## config.mk

```make
export PLATFORM = sky130hd
export DESIGN_NAME = and3_cond_qualifier
export DESIGN_NICKNAME = d
export VERILOG_FILES = /design/src/rtl/nd120_cond_pkg.sv /design/src/rtl/nd120_sync_ff.sv /design/src/rtl/and3_cond_qualifier.sv
export SDC_FILE = /design/constraint.sdc
export NUM_CORES = 1
export LEC_CHECK = 0
export ABC_AREA = 1
export BUFFER_PORTS_ARGS = -buffer_cell sky130_fd_sc_hd__buf_2
export CAP_MARGIN = 30
export CORE_ASPECT_RATIO = 1.75
export CORE_MARGIN = 1
export CORE_UTILIZATION = 35
export DETAILED_ROUTE_END_ITERATION = 6
export REMOVE_ABC_BUFFERS = 1
export SLEW_MARGIN = 10
export SYNTH_ARGS = -nofsm -noshare
export SYNTH_HDL_FRONTEND = slang
export SYNTH_SLANG_ARGS = --single-unit
```

## constraint.sdc

```tcl
create_clock -name sysclk -period 5.6 [get_ports sysclk]
set_clock_uncertainty 0.15 [all_clocks]
set_input_delay 0.56 -clock sysclk [delete_from_list [all_inputs] [get_ports sysclk]]
set_output_delay 0.56 -clock sysclk [all_outputs]
set_load 0.01 [all_outputs]
```

## src/rtl/nd120_cond_pkg.sv

```systemverilog
// Shared types for the ND-120 condition qualifier: FSM state encoding and counter width.
// result is taken directly from state[1], so the encoding below is load-bearing.
package nd120_cond_pkg;

  localparam int QUAL_CNT_W = 8;

  typedef enum logic [1:0] {
    IDLE      = 2'b00,
    ARMING    = 2'b01,
    ACTIVE    = 2'b11,
    DISARMING = 2'b10
  } cond_state_e;

endpackage

```

## src/rtl/nd120_sync_ff.sv

```systemverilog
// Single-bit multi-flop synchroniser for an asynchronous board signal.
module nd120_sync_ff #(
  parameter int STAGES = 2
) (
  input  logic clk,
  input  logic rst_n,
  input  logic d,
  output logic q
);

  logic [STAGES-1:0] chain_reg;

  always_ff @(posedge clk or negedge rst_n) begin
    if (!rst_n) begin
      chain_reg <= '0;
    end else begin
      chain_reg <= {chain_reg[STAGES-2:0], d};
    end
  end

  assign q = chain_reg[STAGES-1];

endmodule

```

## src/rtl/and3_cond_qualifier.sv

```systemverilog
// Synchronised, bubble-processed 3-input AND with consecutive-cycle qualification.
// Optional fall_pulse output is enabled by defining AND3_COND_FALL_PULSE_EN.
module and3_cond_qualifier
  import nd120_cond_pkg::*;
#(
  parameter logic [2:0] BUBBLES_MASK = 3'b000,
  parameter int         SYNC_STAGES  = 2,
  parameter int         QUAL_CYCLES  = 4
) (
  input  logic                  sysclk,
  input  logic                  sys_rst_n,
  input  logic                  enable,
  input  logic                  input1,
  input  logic                  input2,
  input  logic                  input3,
  output logic                  cond_sync,
  output logic                  result,
  output logic                  rise_pulse,
`ifdef AND3_COND_FALL_PULSE_EN
  output logic                  fall_pulse,
`endif
  output logic [QUAL_CNT_W-1:0] qual_cnt
);

  localparam logic [QUAL_CNT_W-1:0] QUAL_LIMIT = QUAL_CNT_W'(QUAL_CYCLES);
  localparam logic [QUAL_CNT_W-1:0] CNT_ONE    = QUAL_CNT_W'(1);

  logic [2:0] raw_bits;
  logic [2:0] sync_bits;

  assign raw_bits = {input3, input2, input1};

  generate
    for (genvar gi = 0; gi < 3; gi++) begin : g_sync
      nd120_sync_ff #(
        .STAGES(SYNC_STAGES)
      ) u_sync (
        .clk  (sysclk),
        .rst_n(sys_rst_n),
        .d    (raw_bits[gi]),
        .q    (sync_bits[gi])
      );
    end
  endgenerate

  assign cond_sync = &(sync_bits ^ BUBBLES_MASK);

  cond_state_e           state_reg, state_next;
  logic [QUAL_CNT_W-1:0] cnt_reg, cnt_next, cnt_inc;
  logic                  rise_reg, rise_next;
`ifdef AND3_COND_FALL_PULSE_EN
  logic                  fall_reg, fall_next;
`endif

  always_ff @(posedge sysclk or negedge sys_rst_n) begin
    if (!sys_rst_n) begin
      state_reg <= IDLE;
      cnt_reg   <= '0;
      rise_reg  <= 1'b0;
`ifdef AND3_COND_FALL_PULSE_EN
      fall_reg  <= 1'b0;
`endif
    end else begin
      state_reg <= state_next;
      cnt_reg   <= cnt_next;
      rise_reg  <= rise_next;
`ifdef AND3_COND_FALL_PULSE_EN
      fall_reg  <= fall_next;
`endif
    end
  end

  always_comb begin
    state_next = state_reg;
    cnt_next   = cnt_reg;
    cnt_inc    = cnt_reg + CNT_ONE;
    if (!enable) begin
      state_next = IDLE;
      cnt_next   = '0;
    end else begin
      case (state_reg)
        IDLE: begin
          if (cond_sync) begin
            if (QUAL_CYCLES == 1) begin
              state_next = ACTIVE;
            end else begin
              state_next = ARMING;
              cnt_next   = CNT_ONE;
            end
          end
        end
        ARMING: begin
          if (!cond_sync) begin
            state_next = IDLE;
            cnt_next   = '0;
          end else if (cnt_inc == QUAL_LIMIT) begin
            state_next = ACTIVE;
            cnt_next   = '0;
          end else begin
            cnt_next = cnt_inc;
          end
        end
        ACTIVE: begin
          if (!cond_sync) begin
            if (QUAL_CYCLES == 1) begin
              state_next = IDLE;
            end else begin
              state_next = DISARMING;
              cnt_next   = CNT_ONE;
            end
          end
        end
        DISARMING: begin
          if (cond_sync) begin
            state_next = ACTIVE;
            cnt_next   = '0;
          end else if (cnt_inc == QUAL_LIMIT) begin
            state_next = IDLE;
            cnt_next   = '0;
          end else begin
            cnt_next = cnt_inc;
          end
        end
        default: begin
          state_next = IDLE;
          cnt_next   = '0;
        end
      endcase
    end
  end

  // Pulses are registered alongside state so they line up with the result change;
  // a forced clear (enable low) must not produce a fall pulse.
  always_comb begin
    rise_next = enable & ~state_reg[1] & state_next[1];
`ifdef AND3_COND_FALL_PULSE_EN
    fall_next = enable & state_reg[1] & ~state_next[1];
`endif
  end

  always_comb begin
    result     = state_reg[1];
    rise_pulse = rise_reg;
    qual_cnt   = cnt_reg;
`ifdef AND3_COND_FALL_PULSE_EN
    fall_pulse = fall_reg;
`endif
  end

endmodule

```

==> summary.md <==
| Metric | Value |
|---|---|
| Fin crit share | `34.32%` |
| Global route hottest layer | `met2` |
| Max stage delay on crit path | `0.44 ns` |
| Clk root buf | `clkbuf_8` |
| CP dominant cell by count | `nand2_1` |
| Worst R2R End | `rise_pulse` |
| Endpoint class of the critical path | `flop` |
| Largest register FFs | `8` |
| Top-level I/O count | `17` |
| Fraction of power spent switching nets | `37.50%` |
| CTS max path bufs | `2` |
| R2R Setup Slk | `3.68 ns` |
| Worst rel slew slack | `74.74%` |
| GR Layer Usage met1 | `14.22%` |
| Worst hold slack | `0.05247 ns` |
| Post-CTS Repair Setup Buffers | `0` |
| RSZ-0062 raised after global routing | `no` |
| Status | `completed` |
| DRT Pass-1 Iters | `4` |
| Post-route insts no fill | `164` |
| Grt met2 use | `25.87%` |
| TritonCTS Sinks | `17` |
| Worst-Skew Late Latency | `0.26 ns` |
| Initial DRC Count | `7` |
| Ordered list of cells on the worst path | `ha_1 > nand2_1 > inv_1 > nor2_1 > nand3_1 > nor2_1 > nand3_2 > nand2_1 > nand2_1 > nand2_1 > nand3_2 > nand3_2 > nor2_1` |
| Min cycle time layout | `1.922 ns` |
| Die Area | `2937 µm²` |
| Register bit total from synthesis | `17` |
| CORE AREA | `2522 µm²` |
| Cts bufs inserted | `3` |
| Antenna diodes | `0` |
| Clk pwr share | `26.4%` |
| Pin count of the biggest net entering global routing | `18` |
| Req. time, crit path | `5.60 ns` |
| Critical path class | `reg -> reg` |
| Cell variety after synth | `19` |
| PD cells | `339.8 nW/µm²` |
| Worst r2r src | `qual_cnt[0]` |
| Final slew viol count | `0` |
| Residual DRC count | `0` |
| Net Switching | `141.7 µW` |
| Critical Path AT | `1.93 ns` |
| CP max stage cell | `dfrtp_1` |
| Leak | `0.0005962 µW` |
| Share of cells above drive strength 1 | `21.01%` |
| CTS tree | `yes` |
| Mean Syn Cell Area | `8.059 µm²` |
| Flop pwr share | `40.7%` |
| H-tree depth | `1` |
| Number of global-route vias before repair | `802` |
| Global router's overall resource usage | `14.16%` |
| Initial Util | `37.70%` |
| Buffers on Ports | `16` |
| Overflow after GRT | `0` |
| Final setup vio count | `0` |
| Largest fanout on the critical path | `6` |
| Initial antenna violation count | `0` |
| Chip width | `41.40 µm` |
| Synth Cell Area | `950.9 µm²` |
| DR vias/cell | `5.049` |
| Final Hold Viols | `0` |
| Hold_buf cts | `0` |
| DIE HEIGHT | `70.95 µm` |
| Layout area overhead | `16.97%` |
| Max-Cap Viols | `0` |
| CTS resizes | `0` |
| Final wirelength | `1874 µm` |
| Combinational Power Share | `32.9%` |
| Fmax | `520.3 MHz` |
| Routing usage on met3 | `2.806%` |
| FF-to-FF path depth | `13` |
| WL per Instance | `11.43 µm` |
| Placement Cell Area | `1064 µm²` |
| Power Internal | `236.3 µW` |
| Final Instance Area | `1112 µm²` |
| Dpl hpwl | `1445 µm` |
| Net count, final | `152` |
| Worst-margin pin slew | `0.3789 ns` |
| Fin Setup TNS | `0 ns` |
| Hold Crit Class | `in -> async` |
| Gpl congestion | `0.8976` |
| FP Rows | `24` |
| Yosys warnings | `0` |
| Setup crit start kind | `flop` |
| Post-Syn Instances | `118` |
| Routed Antenna Nets | `0` |
| Clock slew at reported path FFs | `0.07 ns` |
| Placed cells | `160` |
| First-pass GRT wire length | `3243 µm` |
| Post-synthesis sequential area ratio | `44.74%` |
| Via count | `828` |
| VDD IR max | `176.1 µV` |
==> how the worst max path moves through the flow <==
stage	cells after the start	startpoint	endpoint
final	13	qual_cnt[0]	rise_pulse
after global routing	13	qual_cnt[0]	rise_pulse
after CTS	13	qual_cnt[0]	rise_pulse
after detailed placement	13	qual_cnt[0]	rise_pulse
after global placement	9	enable	qual_cnt[2]
after floorplan	13	qual_cnt[0]	rise_pulse
==> logic make-up (layout without fill, tap and decap cells) <==
group / count (synthesis) / in the layout / share of synthesized area, %
AO/OA/AOI/OAI: 16 / 16 / 10.00
adder cells (fa/ha/maj): 7 / 7 / 9.210
buffers and inverters: 20 / 40 / 7.895
flip-flops: 17 / 17 / 44.74
AND/OR/NAND/NOR: 58 / 58 / 28.16
==> cell usage after synthesis <==
cell	instances	area share [%]
nand2_2	1	0.66
o21ai_1	7	3.7
o21bai_1	1	0.79
inv_1	18	7.1
o22ai_1	1	0.66
a22o_1	1	0.92
a32o_1	1	1.1
nand3_1	10	5.3
o31ai_1	1	0.79
inv_2	2	0.79
nand2_1	30	12
a21oi_1	3	1.6
nor2_2	2	1.3
nand3_2	4	4.2
dfrtp_1	17	45
nor2_1	9	3.6
nand4_1	2	1.3
ha_1	7	9.2
o21ai_0	1	0.53
==> critical path, delay by kind of cell (launching register included) <==
| family | cells | cell delay, ns |
|---|---|---|
| buffers and inverters | 1 | 0.04 |
| DFF | 1 | 0.44 |
| and+or+nand+nor | 11 | 0.92 |
| adders and majority gates | 1 | 0.25 |
==> power by group through the flow <==
stage	Combinational, µW	Sequential, µW	Clock (µW)
after CTS	127	155	101
after global placement	128	155	0
after global routing	145	157	104
after floorplan	87.5	160	0
after detailed placement	127	157	0
final	124	154	99.7
==> layer usage <==
metal	part of all wire (%)	routed length (µm)
met5	0	0
met4	3.0	57
met3	4.2	79
met2	51	959
met1	42	778
==> layout by cell type, fill, tap and decap left out <==
master	n
nand3_1	10
nand2_1	30
inv_1	18
o31ai_1	1
a21oi_1	3
o21ai_1	7
buf_2	16
a32o_1	1
o21bai_1	1
o21ai_0	1
nand4_1	2
nor2_1	9
dfrtp_1	17
inv_2	2
clkbuf_8	3
o22ai_1	1
clkinvlp_4	1
nor2_2	2
nand3_2	4
a22o_1	1
nand2_2	1
ha_1	7
==> metrics by stage <==
stage / setup slack [ns] / util (%) / power [µW]
finish: 3.678 / 44.10 / 378.0
global route: 3.468 / 44.10 / 406.5
CTS: 3.650 / 44.10 / 383.1
detailed placement: 3.663 / 42.16 / 283.6
global placement: 3.721 / 42.16 / 283.3
floorplan: 3.760 / - / 247.2
==> layout make-up <==
| type | count | area, µm² |
|---|---|---|
| Sequential cell | 17 | 425.4 |
| Clock buffer | 3 | 41.29 |
| Inverter | 20 | 75.07 |
| Tap cell | 26 | 32.53 |
| Clock inverter | 1 | 7.507 |
| Multi-Input combinational cell | 81 | 450.4 |
| Timing Repair Buffer | 16 | 80.08 |
| Fill cell | 266 | 1410 |
(Power assumes the default switching activity.)
